===== src/rtl/rf_wb_arbiter.sv =====
// rf_wb_arbiter
//   Shares the register file's single synchronous write port between two
//   writeback requesters.
//     Requester 0: single-cycle datapath writeback, high priority.
//     Requester 1: multi-cycle unit (load/mul), low priority.
//   Priority is fixed. A starvation guard forces one requester-1 grant after
//   requester 1 has been refused STARVE_LIMIT consecutive cycles.
//   The accepted beat appears on rf_wr_* one cycle after acceptance.
//   A write to x0 is accepted, but the beat leaves rf_wr_en low.
//
// Ports
//   clk, reset              rising-edge clock, async active-high reset
//   req0_valid/addr/data    requester 0 write request
//   req0_ready              requester 0 accepted this cycle (combinational)
//   req1_valid/addr/data    requester 1 write request
//   req1_ready              requester 1 accepted this cycle (combinational)
//   rf_wr_en/addr/data      register-file write port (registered)
//   grant_id                source of the current rf_wr_* beat (registered)
//   starved                 forced-grant state active
module rf_wb_arbiter #(
  parameter int DATA_WIDTH   = 32,
  parameter int STARVE_LIMIT = 4
) (
  input  logic                  clk,
  input  logic                  reset,
  input  logic                  req0_valid,
  input  logic [4:0]            req0_addr,
  input  logic [DATA_WIDTH-1:0] req0_data,
  output logic                  req0_ready,
  input  logic                  req1_valid,
  input  logic [4:0]            req1_addr,
  input  logic [DATA_WIDTH-1:0] req1_data,
  output logic                  req1_ready,
  output logic                  rf_wr_en,
  output logic [4:0]            rf_wr_addr,
  output logic [DATA_WIDTH-1:0] rf_wr_data,
  output logic                  grant_id,
  output logic                  starved
);

  typedef enum logic {
    ST_NORMAL = 1'b0,
    ST_FORCE1 = 1'b1
  } state_t;

  localparam logic [3:0] LIMIT    = 4'(STARVE_LIMIT);
  localparam logic [3:0] LIMIT_M1 = 4'(STARVE_LIMIT - 1);

  state_t                state_q, state_d;
  logic [3:0]            starve_cnt_q, starve_cnt_d;
  logic                  wr_en_q, wr_en_d;
  logic [4:0]            wr_addr_q, wr_addr_d;
  logic [DATA_WIDTH-1:0] wr_data_q, wr_data_d;
  logic                  grant_id_q, grant_id_d;
  logic                  grant0_s, grant1_s;

  // Acceptance decision from the current arbitration state.
  always_comb begin
    grant0_s = 1'b0;
    grant1_s = 1'b0;
    case (state_q)
      ST_NORMAL: begin
        grant0_s = req0_valid;
        grant1_s = req1_valid && !req0_valid;
      end
      ST_FORCE1: begin
        grant0_s = 1'b0;
        grant1_s = req1_valid;
      end
      default: begin
        grant0_s = 1'b0;
        grant1_s = 1'b0;
      end
    endcase
  end

  // Nothing is accepted while reset is held, even with valids high.
  assign req0_ready = grant0_s && !reset;
  assign req1_ready = grant1_s && !reset;

  // Starvation tracking and state transitions.
  always_comb begin
    state_d      = state_q;
    starve_cnt_d = starve_cnt_q;
    case (state_q)
      ST_NORMAL: begin
        if (req1_valid && !grant1_s) begin
          // The refusal that reaches the limit moves straight to FORCE1.
          if (starve_cnt_q == LIMIT_M1) begin
            state_d      = ST_FORCE1;
            starve_cnt_d = LIMIT;
          end else if (starve_cnt_q >= LIMIT) begin
            starve_cnt_d = LIMIT;
          end else begin
            starve_cnt_d = starve_cnt_q + 4'd1;
          end
        end else begin
          starve_cnt_d = 4'd0;
        end
      end
      ST_FORCE1: begin
        // Requester 1 is either accepted now or has withdrawn: exit
        // after exactly one cycle.
        state_d      = ST_NORMAL;
        starve_cnt_d = 4'd0;
      end
      default: begin
        state_d      = ST_NORMAL;
        starve_cnt_d = 4'd0;
      end
    endcase
  end

  // Next write beat: the accepted request's fields; otherwise hold
  // address/data/source and drop the enable.
  always_comb begin
    wr_en_d    = 1'b0;
    wr_addr_d  = wr_addr_q;
    wr_data_d  = wr_data_q;
    grant_id_d = grant_id_q;
    if (grant0_s) begin
      wr_en_d    = (req0_addr != 5'd0);
      wr_addr_d  = req0_addr;
      wr_data_d  = req0_data;
      grant_id_d = 1'b0;
    end else if (grant1_s) begin
      wr_en_d    = (req1_addr != 5'd0);
      wr_addr_d  = req1_addr;
      wr_data_d  = req1_data;
      grant_id_d = 1'b1;
    end else begin
      wr_en_d    = 1'b0;
    end
  end

  // State, counter and write-port registers.
  always_ff @(posedge clk or posedge reset) begin
    if (reset) begin
      state_q      <= ST_NORMAL;
      starve_cnt_q <= 4'd0;
      wr_en_q      <= 1'b0;
      wr_addr_q    <= 5'd0;
      wr_data_q    <= '0;
      grant_id_q   <= 1'b0;
    end else begin
      state_q      <= state_d;
      starve_cnt_q <= starve_cnt_d;
      wr_en_q      <= wr_en_d;
      wr_addr_q    <= wr_addr_d;
      wr_data_q    <= wr_data_d;
      grant_id_q   <= grant_id_d;
    end
  end

  assign rf_wr_en   = wr_en_q;
  assign rf_wr_addr = wr_addr_q;
  assign rf_wr_data = wr_data_q;
  assign grant_id   = grant_id_q;
  assign starved    = (state_q == ST_FORCE1);

endmodule


===== config.mk =====
export PLATFORM = sky130hd
export DESIGN_NAME = rf_wb_arbiter
export DESIGN_NICKNAME = d
export VERILOG_FILES = /design/src/rtl/rf_wb_arbiter.sv
export SDC_FILE = /design/constraint.sdc
export NUM_CORES = 1
export LEC_CHECK = 0
export CAP_MARGIN = 20
export CORE_MARGIN = 5
export CORE_UTILIZATION = 37
export CTS_CLUSTER_DIAMETER = 60
export DETAILED_ROUTE_END_ITERATION = 16
export PLACE_DENSITY_LB_ADDON = 0.1
export SLEW_MARGIN = 30
export SYNTH_ARGS = -nofsm -noshare
export SYNTH_HDL_FRONTEND = slang
export SYNTH_SLANG_ARGS = --single-unit

===== constraint.sdc =====
create_clock -name clk -period 2.3 [get_ports clk]
set_input_delay 0.46 -clock clk [delete_from_list [all_inputs] [get_ports clk]]
set_output_delay 0.46 -clock clk [all_outputs]
set_load 0.01 [all_outputs]

After elaboration in Yosys (flattened, before gate mapping). Cells that the tools add are included. Widths: inputs -> output; s select.

Register bits after elaboration: 44. Output and inout bits: 42.

Bitwise gates (word level): 1. Add/subtract/negate cells: 1. $lt $le $gt $ge: 1. Muxes and demuxes: 17. Eq/ne operators: 1. Reductions and logical operators: 10.

Operators by type and width (count): $mux 32 (2); $mux 4 (3); $mux 5 (2); $reduce_bool 5->1 (2); $pmux 4 s2 (1); $mux 1 (6); $pmux 1 s2 (3); $add 4x1->4 const B (1); $eq 4x2->1 const B (1); $ge 4x3->1 const B (1); $logic_and 1x1->1 (4); $logic_not 1->1 (3); $reduce_bool 2->1 (1); $not 1->1 (1).

Longest topological paths before layout.
Depth in word-level cells: 7. Mapped depth: 5. Mapped depth without buffers: 3.

Worst setup path after synthesis. No wires, ideal clock.

Kind: input-to-output. Start point: in reset. End point: out req0_ready. Slack: 0.152 ns. Buffers on the path: 0. Data required time: 1.840 ns. Data arrival time: 1.688 ns. Cell stages on the path: 2. Cell sequence: inv_1 -> and2_1.

Longest elaborated chain between the ends: 2.

RTL lines: start: declaration (RTL line 25) `input logic reset,`; $logic_not 1->1 (no line); $logic_and 1x1->1 (RTL line 78) `assign req0_ready = grant0_s && !reset;`; end: declaration (RTL line 29) `output logic req0_ready,`.

No other way between the ends.

Final worst setup path.
Start point: in req0_valid. End point: out req1_ready.

Longest elaborated chain between the ends: 4.

RTL lines: start: declaration (RTL line 26) `input logic req0_valid,`; $logic_not 1->1 (RTL line 64) `grant1_s = req1_valid && !req0_valid;`; $logic_and 1x1->1 (RTL line 64); $pmux 1 s2 (RTL line 61) `case (state_q)`; $logic_and 1x1->1 (RTL line 79) `assign req1_ready = grant1_s && !reset;`; end: declaration (RTL line 33) `output logic req1_ready,`.

No other way between the ends.

==> results by group <==
Clocking
  – Clk sinks: 44
  – Post_cts resized: 0
  – CTS Buffer Depth: 2
  – Clk_lat worst skew: 290 ps
  – Clock-pin slew on the worst setup and hold paths: 80 ps
  – CTS hold repair buffers: 0
  – Setup Buffers After CTS: 0
  – CTS tree: yes
  – H-tree level count: 2
  – Clk Tree Root Cell: clkbuf_8
  – TritonCTS Buffers: 5

Power and ir drop
  – Power per cell area: 546 nW/um2
  – Leak: 0.00147 uW
  – Pwr Total: 1810 uW
  – Peak supply drop: 0.000389 V

Global routing
  – Number of global-route vias before repair: 1,825
  – Pin count of the biggest net entering global routing: 65
  – Global Route Usage Sum: 16.2%
  – Initial antenna violation count: 0
  – Global-route wire length before repair: 9110 um
  – GRT overflow: 0

Place
  – Dpl hpwl: 4180 um
  – Count of buffers from port buffering: 119
  – Routability cong.: 0.722

Final layout
  – Filler cell count: 432
  – Commonest non-fill, non-tap cell in the layout: clkdlybuf4s50_1
  – Fraction of layout cells with a size suffix above 1: 5.25%
  – Synth-to-Final Area Change: 65.2%
  – Final #Nets: 383
  – Diodes inserted: 0
  – Most frequent cells in the layout: clkdlybuf4s50_1, dfrtp_1, nand2_1, mux2i_1, o21ai_0

Min path
  – Min-delay worst type: reg -> reg

Floorplan
  – Width of the die: 83.7 um
  – Die ar.: 7010 um2
  – Starting density of the core: 38.6%
  – Die H: 83.7 um
  – FP Rows: 26
  – I/O pin count: 120
  – Core Area: 5200 um2

Synthesis
  – Warnings, synthesis: 0
  – Post-Synthesis Net Count: 267
  – Cell count after synthesis: 188
  – Register area share after synthesis: 54.8%
  – Synth Register Bits: 44
  – Yosys top cell by area: dfrtp_1
  – Area contributors post-synth: dfrtp_1, mux2i_1, o21ai_0
  – Cell Area, Synth: 2010 um2
  – Netlist cell types: 20
  – Syn Area/Cell: 10.7 um2
  – Top cell type's share of synthesized area: 54.8%

Route
  – Via count: 1,765
  – Antenna viol nets, final: 0
  – Routed wire per std cell: 14.7 um
  – # DRC: 0
  – Initial DRC count: 32
  – Routed WL: 5530 um
  – Via density per instance: 4.71
  – First-pass DRT Iterations: 4

Setup path
  – Critical Path Sink Type: output port
  – CP Data Arrival Time: 1740 ps
  – Crit path required time: 1840 ps
  – Most used cell, CP: clkdlybuf4s50_1
  – CP Buf/Inv Count: 2
  – Slowest stage delay, CP: 590 ps
  – CP top delay family: buffers and inverters
  – Slowest stage cell on the critical path: clkdlybuf4s50_1
  – Startpoint type of the worst setup path: input pin
  – Worst Path Max Fanout: 4
  – Setup CP Type: in -> out
  – Crit-path cells: clkdlybuf4s50_1 > nor2b_4 > nor3b_1 > clkdlybuf4s50_1

Timing
  – Tcrit/Tclk final: 95.8%
  – Final Hold Fails: 0
  – Setup TNS: 0 ps
  – Slew of the pin with the lowest slew margin: 676 ps
  – Final Setup Violations: 0
  – RSZ-0062 raised after global routing: false
  – Final Critical Period: 2200 ps
  – Slew HR: 54.9%
  – Max Slew Vio Count: 0
  – Worst Skew: 5.28 ps
  – Max frequency: 0.454 GHz

Run
  – Max Cap Viol: 0

Run status
  – Outcome: finished clean
==> worst register-to-register path, stage by stage (launching register included) <==
cell and delay, ps:
dfrtp_1 410, nor2b_4 140, buf_4 460, nand2_1 200, nor4b_2 250
==> cell type report <==
| type | count | area [um2] | share of cell area (%) |
|---|---|---|---|
| multi-input cells | 129 | 820 | 24.7 |
| clock buffers | 6 | 82.6 | 2.49 |
| well taps | 70 | 87.6 | 2.64 |
| clock inverters | 2 | 10.0 | 0.301 |
| repair buffers | 123 | 1220 | 36.6 |
| flip-flops and latches | 44 | 1100 | 33.2 |
| inverters | 1 | 3.75 | 0.113 |
==> metrics by stage <==
step	util (%)	hold WS (ps)	setup slack, ps	instance area, um2	instances
after global placement	62.0	435	75.6	3230	367
after detailed placement	62.0	441	91.5	3230	367
final	63.8	449	96.8	3320	375
after global routing	63.8	465	15.5	3320	375
after CTS	63.8	453	81.9	3320	375
after floorplan	-	416	152	2010	188
==> synthesized netlist by cell type <==
library cell / n
nor3b_1: 2
or4_1: 2
inv_1: 1
buf_6: 3
o21ai_1: 3
clkbuf_2: 3
o21ai_0: 37
nor2b_1: 1
dfrtp_1: 44
and4_1: 1
and2_1: 1
nand2_1: 38
buf_4: 2
mux2i_1: 37
conb_1: 1
nor2_1: 3
nor3_1: 1
ha_1: 1
buf_2: 6
nor4b_2: 1
==> state kept, by name, summed over array words and instances (netlist names) <==
register / flops
rf_wr_addr: 5
starved: 1
starve_cnt_q: 4
grant_id: 1
rf_wr_en: 1
rf_wr_data: 32
==> power by group <==
part	switching (uW)	total (uW)	internal, uW
Combinational	171	453	282
Sequential	31.4	869	838
Clock	252	491	240
==> final timing paths <==
path / start / to / slack [ps] / cells past startpoint
max: req0_valid / req1_ready / 100 / 4
min in group asynchronous: reset / grant_id / 700 / 3
min: starve_cnt_q[3] / starved / 450 / 1
max reg2reg: starved / starved / 760 / 4
max in group asynchronous: reset / rf_wr_data[0] / 1220 / 3
min reg2reg: starve_cnt_q[3] / starved / 450 / 1
==> cell families after synthesis <==
family                   share of synthesized area [%]
flip-flops                                        54.8
other                                            0.187
adder cells (fa/ha/maj)                          0.622
multiplexers                                      18.4
buffers and inverters                             4.85
AND/OR/NAND/NOR                                   11.2
AO/OA/AOI/OAI                                     9.96
==> routing by layer <==
metal / track usage (%) / vias to the layer above / routed length (um)
li1: - / 877 / -
met1: 18.3 / 822 / 2270
met2: 29.3 / 62 / 2840
met3: 5.43 / 4 / 381
met4: 3.95 / 0 / 41
met5: 0 / - / 0
(Power assumes the default switching activity.)
==> edit 1, RTL diff (config.mk and constraints unchanged) <==
The parameter `DATA_WIDTH` goes from 32 to 48.
--- a/src/rtl/rf_wb_arbiter.sv
+++ b/src/rtl/rf_wb_arbiter.sv
@@ -19,5 +19,5 @@
 //   starved                 forced-grant state active
 module rf_wb_arbiter #(
-  parameter int DATA_WIDTH   = 32,
+  parameter int DATA_WIDTH   = 48,
   parameter int STARVE_LIMIT = 4
 ) (
Ports: changed (resized req0_data, req1_data and rf_wr_data); port bits go from 120 to 168. No check against the original RTL was run, so the function may have changed too.
==> edit 1 against the original RTL <==
Worst setup slack worse by 0.021 ns. Count of clock-buffer cells in the layout rose by 8. Total power increased by 50%. Sequential cell count increased by 16. Area after synthesis grew 37%. Clock power is 78% higher. Wire length is 48% higher. Global-route usage is 1.3 points higher. Cell area increased by 41%. Critical path type unchanged. Highest routed layer unchanged.
==> edit 1: results (changes against the original RTL) <==
placedCellCount: 510  # +39%
viasPerCell: 4.67  # -0.81%
r2r-start: "starved"
layout-drive-gt1-share: 0.0563  # +0.00388
final_net_count: 533  # +39%
worst_hold_path_depth: 1  # unchanged
grt_first_pass_wirelength_um: 12400  # +36%
outcome: "complete, no violations"
max-clock-path-buffers: 2  # unchanged
gr-usage-all-layers: 0.175  # +0.0131
worst_ir_drop_vdd_uv: 389  # +0.12%
cts.clk_slew.worst_paths_ns: 0.06  # -0.02 ns
hold-path-endpoint: "starve_cnt_q[0]"
num_vias: 2451  # +39%
cts_root_buffer: "clkbuf_8"
largest_register_ff_count: 48  # +50%
globalplace.congestion: 0.745  # +3.1%
arrival_ns: 1.76  # +0.02 ns
placedInstanceArea_um2: 4480  # +39%
synth_compound_area_frac: 0.102  # +0.00212
synth-seq-area-share: 0.545  # -0.00289
synth_fa_ha_area_frac: 0.00454  # -0.00168
yosys_most_used_dff: "dfrtp_1"
critPathTopFamily: "buffers and inverters"
dp_worst_setup_slack_ns: 0.0714  # -0.0201 ns
worstHoldStart: "starve_cnt_q[0]"
postSynthNetCount: 368  # +38%
fillerInstances: 614  # +42%
buffer_ports.inserted: 167  # +40%
drt-initial-drc-count: 46  # +44%
synth.avg_cell_area_um2: 10.7  # +0.28%
standby_leakage_power_nw: 2.05  # +40%
antenna_found_initial: 0  # unchanged
ff2ff_setup_slack_ns: 0.66  # -0.10 ns
timing.slew.headroom: 0.494  # -0.0552
rr_endpoint: "rf_wr_data[47]"
total_cts_buffers: 9  # +4
htree_num_levels: 3  # +1
post-cts-setup-buffer-count: 0  # unchanged
synth_mux_area_frac: 0.192  # +0.00827
hpwlAfterDp_um: 6130  # +47%
worst_skew_pair.late_latency_ns: 0.32  # +0.03 ns
path_max_fanout: 4  # unchanged
max_stage_delay_ns: 0.53  # -0.06 ns
pwr_dens_nw_per_um2: 584  # +7.0%
synth.area.top_cells: "dfrtp_1 54%, mux2i_1 19%, o21ai_1 10%, nand2_1 7.4%, buf_8 1.6%"
timing.clock.skew_ns: 0.00452  # -0.000760 ns
ys_top_cells_by_count: "60 x dfrtp_1, 56 x o21ai_1, 54 x nand2_1, 53 x mux2i_1, 8 x buf_2"
cts_resized: 0  # unchanged
yosys.area_share.xor_xnor: 0  # unchanged
route.final.wire_length_um: 8210  # +48%
synth_cell_type_count: 21  # +5.0%
pin_count_of_the_biggest_net_entering_global_routing: 61  # -6.2%
-- edit 1: how the worst max path moves through the flow --
| stage | from | to | slack [ns] | cells past startpoint |
|---|---|---|---|---|
| after floorplan | reset | req0_ready | 0.14 | 2 |
| after global placement | req0_valid | req0_ready | 0.06 | 4 |
| after detailed placement | req0_valid | req0_ready | 0.07 | 4 |
| after CTS | req0_valid | req0_ready | 0.06 | 4 |
| after global routing | req0_valid | req0_ready | 0.04 | 4 |
| final | req0_valid | req0_ready | 0.08 | 4 |
-- edit 1: per-stage QoR --
step           total power [mW]  hold slack (ns)
2_1_floorplan              1.46            0.416
3_3_place_gp               1.87            0.427
3_5_place_dp               1.88            0.441
4_1_cts                    2.77            0.452
5_1_grt                    2.86            0.465
6_report                   2.73            0.448
-- edit 1: layout make-up --
class,count,area share
sequential,60,0.322
inverter,1,0.00161
tap,99,0.0265
timing repair buffer,173,0.370
multi-input combinational,177,0.240
clock inverter,1,0.00107
clock buffer,14,0.0391
-- edit 1: layer usage --
layer  GRT usage  up-vias  routed length (µm)
met5           0        -                   0
met4      0.0678        0                  93
met3      0.0563        8                 775
met2       0.285       97                3970
met1       0.215     1132                3370
li1            -     1214                   -
-- edit 1: cell families after synthesis --
logic type | count (synthesis)
adders and majority gates | 1
DFF | 60
AOI/OAI and AO/OA | 56
muxes | 53
buffers and inverters | 20
other | 1
and+or+nand+nor | 66
-- edit 1: report_power, final --
group,internal [mW],switching (mW)
Combinational,0.406,0.251
Clock,0.502,0.373
Sequential,1.15,0.0470
Total,2.06,0.671
-- edit 1: worst register-to-register path: stages, from the launching register on --
cell and delay (ns):
dfrtp_1 0.40, nor2b_4 0.16, buf_4 0.46, buf_4 0.38
o21ai_1 0.11
==> edit 2, RTL diff (config.mk and constraints unchanged) <==
Made on the original files. Make the reset (`reset`) synchronous in one clocked block. Comments in the files are not updated.
--- a/src/rtl/rf_wb_arbiter.sv
+++ b/src/rtl/rf_wb_arbiter.sv
@@ -135,5 +135,5 @@
 
   // State, counter and write-port registers.
-  always_ff @(posedge clk or posedge reset) begin
+  always_ff @(posedge clk) begin
     if (reset) begin
       state_q      <= ST_NORMAL;
Behaviour: differs if reset is asserted again (counterexample within 4 cycles, from zero or initial values and one cycle with reset high); with reset held inactive, the same outputs for 10 cycles.
==> edit 2 against the original RTL <==
Area after synthesis up 7.4%. Worst setup slack worse by 0.036 ns. Largest cell class unchanged. Cell area increased by 3.2%. Wire length grew 3.3%. Combinational power is 2% higher. Sequential cell count did not move. Count of clock-buffer cells in the layout stayed put. Total power fell by 0.31%.
==> edit 2: results (changes against the original RTL) <==
ys_top_cells_by_count: "44 x dfxtp_1, 37 x mux2i_1, 33 x nor2_1, 29 x a211oi_2, 8 x a211oi_1"
synthArstFlopShare: 0  # -1.00
final_net_count: 389  # +1.6%
worst_hold_path_depth: 2  # +1
worst_ir_drop_vdd_uv: 276  # -29%
cts.clk_slew.worst_paths_ns: 0.08  # about the same
layout-drive-gt1-share: 0.184  # +0.131
grt_first_pass_wirelength_um: 8920  # -2.1%
pin_count_of_the_biggest_net_entering_global_routing: 77  # +18%
num_vias: 1856  # +5.2%
gr-usage-all-layers: 0.151  # -0.0111
timing.clock.skew_ns: 0.00255  # -0.00274 ns
synth_cell_type_count: 29  # +45%
drt-initial-drc-count: 63  # +97%
viasPerCell: 4.86  # +3.2%
cts_root_buffer: "clkbuf_8"
hpwlAfterDp_um: 4160  # -0.55%
route.final.wire_length_um: 5710  # +3.3%
synth.area.top_cells: "dfxtp_1 41%, mux2i_1 17%, a211oi_2 17%, nor2_1 5.7%, a211oi_1 2.8%"
postSynthNetCount: 276  # +3.4%
timing_worst_slew_pin_value_ns: 0.678  # +0.00168 ns
globalplace.congestion: 0.743  # +2.9%
worst_skew_pair.late_latency_ns: 0.29  # about the same
worstHoldStart: "reset"
r2r-start: "starved"
synth-seq-area-share: 0.408  # -0.140
arrival_ns: 1.78  # +0.04 ns
outcome: "complete, no violations"
hp-class: "in -> reg"
standby_leakage_power_nw: 1.35  # -8.0%
[edit 2: metal layers]
metal | vias to the layer above | share of wire | GRT usage
met1 | 856 | 0.42 | 0.180
met2 | 72 | 0.49 | 0.261
li1 | 922 | - | -
met4 | 0 | 0.0096 | 0.0382
met3 | 6 | 0.083 | 0.0485
met5 | - | 0 | 0
[edit 2: power breakdown]
group          internal (mW)  switching, mW
logic                  0.283          0.180
clock network          0.240          0.266
registers              0.815         0.0244
total                   1.34          0.470
[edit 2: path summary, 6_finish.rpt]
kind | end | slack (ns)
worst max register to register | starve_cnt_q[0] | 0.97
worst min register to register | starve_cnt_q[2] | 0.48
worst min-delay path | rf_wr_data[6] | 0.45
worst max-delay path | req1_ready | 0.06
[edit 2: logic make-up (layout without fill, tap and decap cells)]
kind of cell	Yosys count	count (layout)	synth area share
flip-flops	44	44	0.408
multiplexers	37	37	0.171
AO/OA/AOI/OAI	41	41	0.210
buffers and inverters	21	135	0.0765
AND/OR/NAND/NOR	50	50	0.121
adder cells (fa/ha/maj)	2	2	0.0116
other	1	1	0.00174
[edit 2: area by class of cell]
class                           count  area [µm²]
Inverter                            2        7.51
Tap cell                           72        90.1
Sequential cell                    44         881
Clock inverter                      2        10.0
Multi-Input combinational cell    131        1110
Fill cell                         505        2150
Clock buffer                        6        82.6
Timing Repair Buffer              125        1240
[edit 2: stage by stage]
stage          utilization  cell area (µm²)  setup slack [ns]  hold WS (ns)  cells
2_1_floorplan            -             2160             0.737         0.450    196
3_3_place_gp         0.598             3330            0.0598         0.462    374
3_5_place_dp         0.598             3330            0.0488         0.462    374
4_1_cts              0.614             3420            0.0484         0.446    382
5_1_grt              0.615             3430           0.00840         0.461    382
6_report             0.615             3430            0.0607         0.451    382
